### src/rtl/scrypt_pkg.sv
`default_nettype none
// ============================================================================
// Module   : scrypt_pkg
// Purpose  : Shared types, widths and helpers for the scrypt nonce scheduler.
// Revision : 1.0 - initial release
// ============================================================================
package scrypt_pkg;

    localparam int NONCE_W = 32;   // nonce width
    localparam int HDR_W   = 608;  // block header width, nonce excluded
    localparam int DATA_W  = 640;  // full core input width

    // Scheduler states
    typedef enum logic [2:0] {
        S_IDLE   = 3'd0,
        S_LAUNCH = 3'd1,
        S_WAIT   = 3'd2,
        S_DRAIN  = 3'd3,
        S_FIN    = 3'd4
    } sched_state_t;

    // Byte reversal: the core expects the nonce little-endian in the header
    function automatic logic [31:0] bswap32(input logic [31:0] n);
        return {n[7:0], n[15:8], n[23:16], n[31:24]};
    endfunction

endpackage
`default_nettype wire

### src/rtl/scrypt_nonce_sched.sv
`default_nettype none
// ============================================================================
// Module   : scrypt_nonce_sched
// Purpose  : Sweeps a range of nonces through the scrypt core, one launch per
//            nonce, stopping on first match, range exhaustion or abort.
// Revision : 1.0 - initial release
// ============================================================================
module scrypt_nonce_sched
    import scrypt_pkg::*;
(
    input  logic                 clk,
    input  logic                 n_rst,
    input  logic                 start,
    input  logic                 abort,
    input  logic [HDR_W-1:0]     header_in,
    input  logic [NONCE_W-1:0]   nonce_start,
    input  logic [NONCE_W-1:0]   nonce_count,
    output logic [DATA_W-1:0]    core_data,
    output logic                 core_enable,
    input  logic                 core_hash_done,
    input  logic                 core_match_found,
    output logic                 busy,
    output logic                 done,
    output logic                 found,
    output logic [NONCE_W-1:0]   found_nonce,
    output logic [NONCE_W-1:0]   hashes_done
);

    sched_state_t         state_q,       state_d;
    logic [HDR_W-1:0]     hdr_q,         hdr_d;
    logic [NONCE_W-1:0]   nonce_q,       nonce_d;
    logic [NONCE_W-1:0]   rem_q,         rem_d;
    logic                 found_q,       found_d;
    logic [NONCE_W-1:0]   found_nonce_q, found_nonce_d;
    logic [NONCE_W-1:0]   hashes_q,      hashes_d;

    // State and datapath registers; asynchronous reset shared with the core
    always_ff @(posedge clk or negedge n_rst) begin
        if (!n_rst) begin
            state_q       <= S_IDLE;
            hdr_q         <= '0;
            nonce_q       <= '0;
            rem_q         <= '0;
            found_q       <= 1'b0;
            found_nonce_q <= '0;
            hashes_q      <= '0;
        end else begin
            state_q       <= state_d;
            hdr_q         <= hdr_d;
            nonce_q       <= nonce_d;
            rem_q         <= rem_d;
            found_q       <= found_d;
            found_nonce_q <= found_nonce_d;
            hashes_q      <= hashes_d;
        end
    end

    // Next-state and datapath update; every register holds unless a state acts
    always_comb begin
        state_d       = state_q;
        hdr_d         = hdr_q;
        nonce_d       = nonce_q;
        rem_d         = rem_q;
        found_d       = found_q;
        found_nonce_d = found_nonce_q;
        hashes_d      = hashes_q;

        case (state_q)
            S_IDLE: begin
                // abort held in IDLE suppresses a coincident start
                if (start && !abort) begin
                    hdr_d         = header_in;
                    nonce_d       = nonce_start;
                    rem_d         = nonce_count;
                    found_d       = 1'b0;
                    found_nonce_d = '0;
                    hashes_d      = '0;
                    state_d       = (nonce_count == '0) ? S_FIN : S_LAUNCH;
                end
            end

            S_LAUNCH: begin
                // The core is launched this cycle regardless of abort, so an
                // abort must wait out that hash in DRAIN. Any done seen here
                // belongs to an earlier launch and is dropped.
                state_d = abort ? S_DRAIN : S_WAIT;
            end

            S_WAIT: begin
                if (core_hash_done) begin
                    if (abort) begin
                        // Result of an aborted sweep is discarded
                        state_d = S_IDLE;
                    end else begin
                        hashes_d = hashes_q + NONCE_W'(1);
                        if (core_match_found) begin
                            found_d       = 1'b1;
                            found_nonce_d = nonce_q;
                            state_d       = S_FIN;
                        end else if (rem_q == NONCE_W'(1)) begin
                            state_d = S_FIN;
                        end else begin
                            nonce_d = nonce_q + NONCE_W'(1);
                            rem_d   = rem_q - NONCE_W'(1);
                            state_d = S_LAUNCH;
                        end
                    end
                end else if (abort) begin
                    state_d = S_DRAIN;
                end
            end

            S_DRAIN: begin
                if (core_hash_done) begin
                    state_d = S_IDLE;
                end
            end

            S_FIN: begin
                state_d = S_IDLE;
            end

            default: begin
                state_d = S_IDLE;
            end
        endcase
    end

    // Outputs decode the registered state only, so they are glitch-free
    always_comb begin
        core_enable = 1'b0;
        done        = 1'b0;
        busy        = 1'b1;
        case (state_q)
            S_IDLE:   busy        = 1'b0;
            S_LAUNCH: core_enable = 1'b1;
            S_FIN:    done        = 1'b1;
            default:  busy        = 1'b1;
        endcase
    end

    assign core_data   = {hdr_q, bswap32(nonce_q)};
    assign found       = found_q;
    assign found_nonce = found_nonce_q;
    assign hashes_done = hashes_q;

endmodule
`default_nettype wire

### config.mk
export PLATFORM = sky130hd
export DESIGN_NAME = scrypt_nonce_sched
export DESIGN_NICKNAME = d
export VERILOG_FILES = /design/src/rtl/scrypt_pkg.sv /design/src/rtl/scrypt_nonce_sched.sv
export SDC_FILE = /design/constraint.sdc
export NUM_CORES = 2
export LEC_CHECK = 0
export ABC_CLOCK_PERIOD_IN_PS = 2700
export CAP_MARGIN = 20
export CORE_AREA = 2 2 542 544
export CTS_BUF_LIST = sky130_fd_sc_hd__clkbuf_4
export DETAILED_ROUTE_END_ITERATION = 8
export DIE_AREA = 0 0 544 546
export DONT_BUFFER_PORTS = 1
export GPL_ROUTABILITY_DRIVEN = 0
export HOLD_SLACK_MARGIN = 0.12
export SYNTH_ARGS = -nofsm -noshare
export SYNTH_HDL_FRONTEND = slang
export SYNTH_SLANG_ARGS = --single-unit
### constraint.sdc
create_clock -name clk -period 2.7 [get_ports clk]
set_input_delay 0.54 -clock clk [delete_from_list [all_inputs] [get_ports clk]]
set_output_delay 0.54 -clock clk [all_outputs]
set_load 0.01 [all_outputs]
==> metrics.txt, run 1 <==
Die W 544 um; Synth async-reset ratio 100.0%; total number of H-tree levels 4; clock buffer depth 4; Syn Area/Cell 14.34 um2; dpl hpwl 190800 um; Clock Tree Root clkbuf_4; Synthesis Warnings 0; IO Pins 1386; Area contributors post-synth dfrtp_1 63%, mux2_2 23%, buf_2 1.2%, o21ai_0 1.0%, nor2_1 1.0%; Post-CTS Setup Inserts 5; pre-CTS setup slack 154.5 ps; most common cell in the synthesized netlist dfrtp_1; status did not finish; clock sinks 740; IO buf count 0; Synth area leader dfrtp_1; Halt Stage 4_1_cts; sequential element share of the synthesized area 62.82%; Post-synth top cells 740 x dfrtp_1, 608 x mux2_2, 81 x nor2_1; Post-Syn Area 0.02948 mm2; EDFF count, synth 0; site row count 199; cell total after placement 5918; Initial Utilization 10.09%; ys flop type dfrtp_1; Post-CTS Resized 35; #FFs+latches synth 740; Syn Nets 2738; Gate Count Post-Synth 2056; Yosys top cell area share 62.82%; error msg [ERROR RSZ-0060] Max buffer count reached.; Hold-fix buffers, CTS 1262; die height 546 um; Num CTS Buffers 214; Yosys cell types 64
## metrics by stage
step	hold slack [ps]	area [um2]
after floorplan	244.4	29480
after global placement	267.7	34540
after detailed placement	264.6	34540
## cells by family after synthesis
| family | synth area share (%) |
|---|---|
| XOR/XNOR | 0.8617 |
| multiplexers | 23.29 |
| AND/OR/NAND/NOR | 4.733 |
| buffers and inverters | 2.190 |
| flip-flops | 62.82 |
| adder cells (fa/ha/maj) | 0.1698 |
| AO/OA/AOI/OAI | 5.930 |
==> run 2: changes to the inputs <==
- CORE_AREA: 2 2 542 544 -> 2 2 539 541
- CTS_BUF_LIST: sky130_fd_sc_hd__clkbuf_4 -> default
- DIE_AREA: 0 0 544 546 -> 0 0 541 543
- HOLD_SLACK_MARGIN: 0.12 -> default
- PLACE_DENSITY_LB_ADDON: default -> 0.15
==> metrics.txt, run 2 <==
Post-Syn Area 0.02948 mm2 (unchanged); Num CTS Buffers 106 (-50%); Final nets 3505; TritonCTS clock tree yes; Compound-Gate Fraction of Synth Area 5.930% (unchanged); Layout area overhead 53.49%; ys flop type dfrtp_1; Overall Power 51.44 mW; Avg WL per Cell 27.77 um; Max Cap Viol 0; largest family of logic cells by synthesized area multiplexers; f_max 395.6 MHz; commonest non-fill, non-tap cells in the layout 740 x dfrtp_1, 666 x dlygate4sd3_1, 608 x mux2_2, 108 x clkbuf_16, 81 x buf_4; Initial Utilization 10.26% (+0.16 points); Worst Setup Start Kind register; Post-Synth XOR/XNOR Area 0.8617% (unchanged); layout cell share with drive strength beyond 1 31.92%; Area contributors post-synth dfrtp_1 63%, mux2_2 23%, buf_2 1.2%, o21ai_0 1.0%, nor2_1 1.0%; utilization after layout 15.74%; Die W 541 um (-0.55%); IO Pins 1386 (unchanged); WP buf/inv 2; die footprint 0.2938 mm2; Max IR drop VDD 0.0005193 V; RSZ-0062 raised after global routing no; crit share post-route 93.62%; critical path capture point type register; Via Count 21740; Top Family by Delay on Critical Path simple AND/OR/NAND/NOR gates; global-route wire length before repair 238700 um; grt ovf 0; worst slew pin tran 1048 ps; setup TNS 0 ps; EDFF count, synth 0 (unchanged); site row count 197 (-1.0%); total number of H-tree levels 3 (-1); Relative slew margins 30.16%; dpl hpwl 150200 um (-21%); fin. max-slew vios 0; status finished with violations; Syn Area/Cell 14.34 um2 (unchanged); Reg clk slew, reported paths 60 ps; Yosys top cell area share 62.82% (unchanged); CP peak stage delay 650 ps; vias in the first global route 23000; Worst Setup SP rem_q[6]$_DFFE_PN0P_; detailed-router iteration count before antenna repair 5; Slowest-stage cell, CP or4_1; Post-synth top cells 740 x dfrtp_1, 608 x mux2_2, 81 x nor2_1; max FFs per register 608; final hold vios 258; CP Cell Sequence or4_1, buf_4, nor3_4, buf_4, nand3b_1, o31a_1, o21ai_0, o21ai_0; Gate Count Post-Synth 2056 (unchanged); Synthesis Warnings 0 (unchanged); R2R Path Start rem_q[6]$_DFFE_PN0P_; most common cell after layout, fill and taps aside dfrtp_1; Hold-fix buffers, CTS 666 (-47%); crit path max fanout 5; DRT Wirelength 187300 um; Pwr Density 1137 mW/mm2; failing checks negative hold slack; Yosys cell types 64 (unchanged); sequential element share of the synthesized area 62.82% (unchanged); post-layout min period 2528 ps; Clk Latency, worst-skew pair 860 ps; Synth async-reset ratio 100.0% (unchanged); via/cell ratio 3.224; share of synthesized cell area in full adder, half adder and majority cells 0.1698% (unchanged); Clock Tree Root clkbuf_16; Setup violations, final 0; Synth area leader dfrtp_1; most common cell in the synthesized netlist dfrtp_1; initial antenna violation count 191; Tot GR Track Use 12.18%; worst hold margin -312.6 ps; Leak Pwr 17.50 nW; DRT iter0 DRCs 1189; Syn Nets 2738 (unchanged); largest net degree at the start of global routing 741; mux contribution to synthesized area 23.29% (unchanged); Largest Register hdr_q; die height 543 um (-0.55%); DRC 0; IO buf count 0 (unchanged); #FFs+latches synth 740 (unchanged); Setup Skew 90.03 ps; Setup CP Type register to register; critical path required time 3350 ps; worst hold path class primary input to asynchronous set/reset pin; Critical Path AT 3180 ps; clock sinks 740 (unchanged); clock buffer depth 4 (unchanged); antenna viol nets, final 0; Synth Area in Simple Gates 4.733% (unchanged); Core Footprint 0.2874 mm2
## run 2: worst reg2reg max path, delay by kind of cell, from the launching register on
kind / cells / cell delay [ps]
and+or+nand+nor: 3 / 1060
AOI/OAI and AO/OA: 3 / 560
buffers and inverters: 2 / 400
DFF: 1 / 380
## run 2: final cells by class
| class | instances | area (um2) |
|---|---|---|
| diodes | 60 | 150.1 |
| clock buffers | 149 | 3044 |
| clock inverters | 40 | 412.9 |
| fillers | 31850 | 242200 |
| inverters | 18 | 67.56 |
| multi-input cells | 1178 | 10370 |
| flip-flops and latches | 740 | 18520 |
| well taps | 3781 | 4731 |
| repair buffers | 779 | 7955 |
## run 2: kinds of logic after synthesis
family | after synthesis
XOR/XNOR | 29
AO/OA/AOI/OAI | 255
flip-flops | 740
multiplexers | 610
AND/OR/NAND/NOR | 280
adder cells (fa/ha/maj) | 4
buffers and inverters | 138
## run 2: metrics by stage
stage | cell area (um2) | instances | setup WS, ps
CTS | 44910 | 6678 | 72.73
detailed placement | 34780 | 5823 | 86.20
floorplan | 29480 | 2056 | 262.4
global route | 45140 | 6705 | 29.84
global placement | 34780 | 5823 | 87.55
finish | 45240 | 6745 | 172.2
## run 2: metal layers
metal	up-vias	part of all wire, %	wire (um)	GRT usage [%]
met2	1332	48	89610	20.49
met5	-	0.24	458	0
met1	10890	35	66260	12.71
li1	9058	-	-	-
met3	395	13	25190	7.305
met4	72	3.1	5815	3.382
## run 2: path summary, 6_finish.rpt
kind / to / slack (ps) / depth (start not counted)
min: hashes_done[21]$_DFFE_PN0P_ / -310 / 1
max in group asynchronous: hdr_q[152]$_DFFE_PN0P_ / 530 / 3
min reg2reg: rem_q[27]$_DFFE_PN0P_ / 490 / 1
max reg2reg: rem_q[14]$_DFFE_PN0P_ / 170 / 8
min in group clk: rem_q[24]$_DFFE_PN0P_ / 100 / 3
max: rem_q[14]$_DFFE_PN0P_ / 170 / 8
## run 2: power breakdown
group          internal [mW]  total [mW]  switching [mW]  leakage [nW]
logic                   6.34        11.2            4.83          6.91
clock network           8.39        14.2            5.85          1.69
registers               16.4        26.0            9.61          8.89
## run 2: timing repair
item	4_1_cts	5_1_grt
resized for setup	0	4
setup buffers	0	1
endpoints found under the hold margin	1406	258
setup endpoints to repair	0	187
Note: power is estimated with default switching activity, not from simulation.
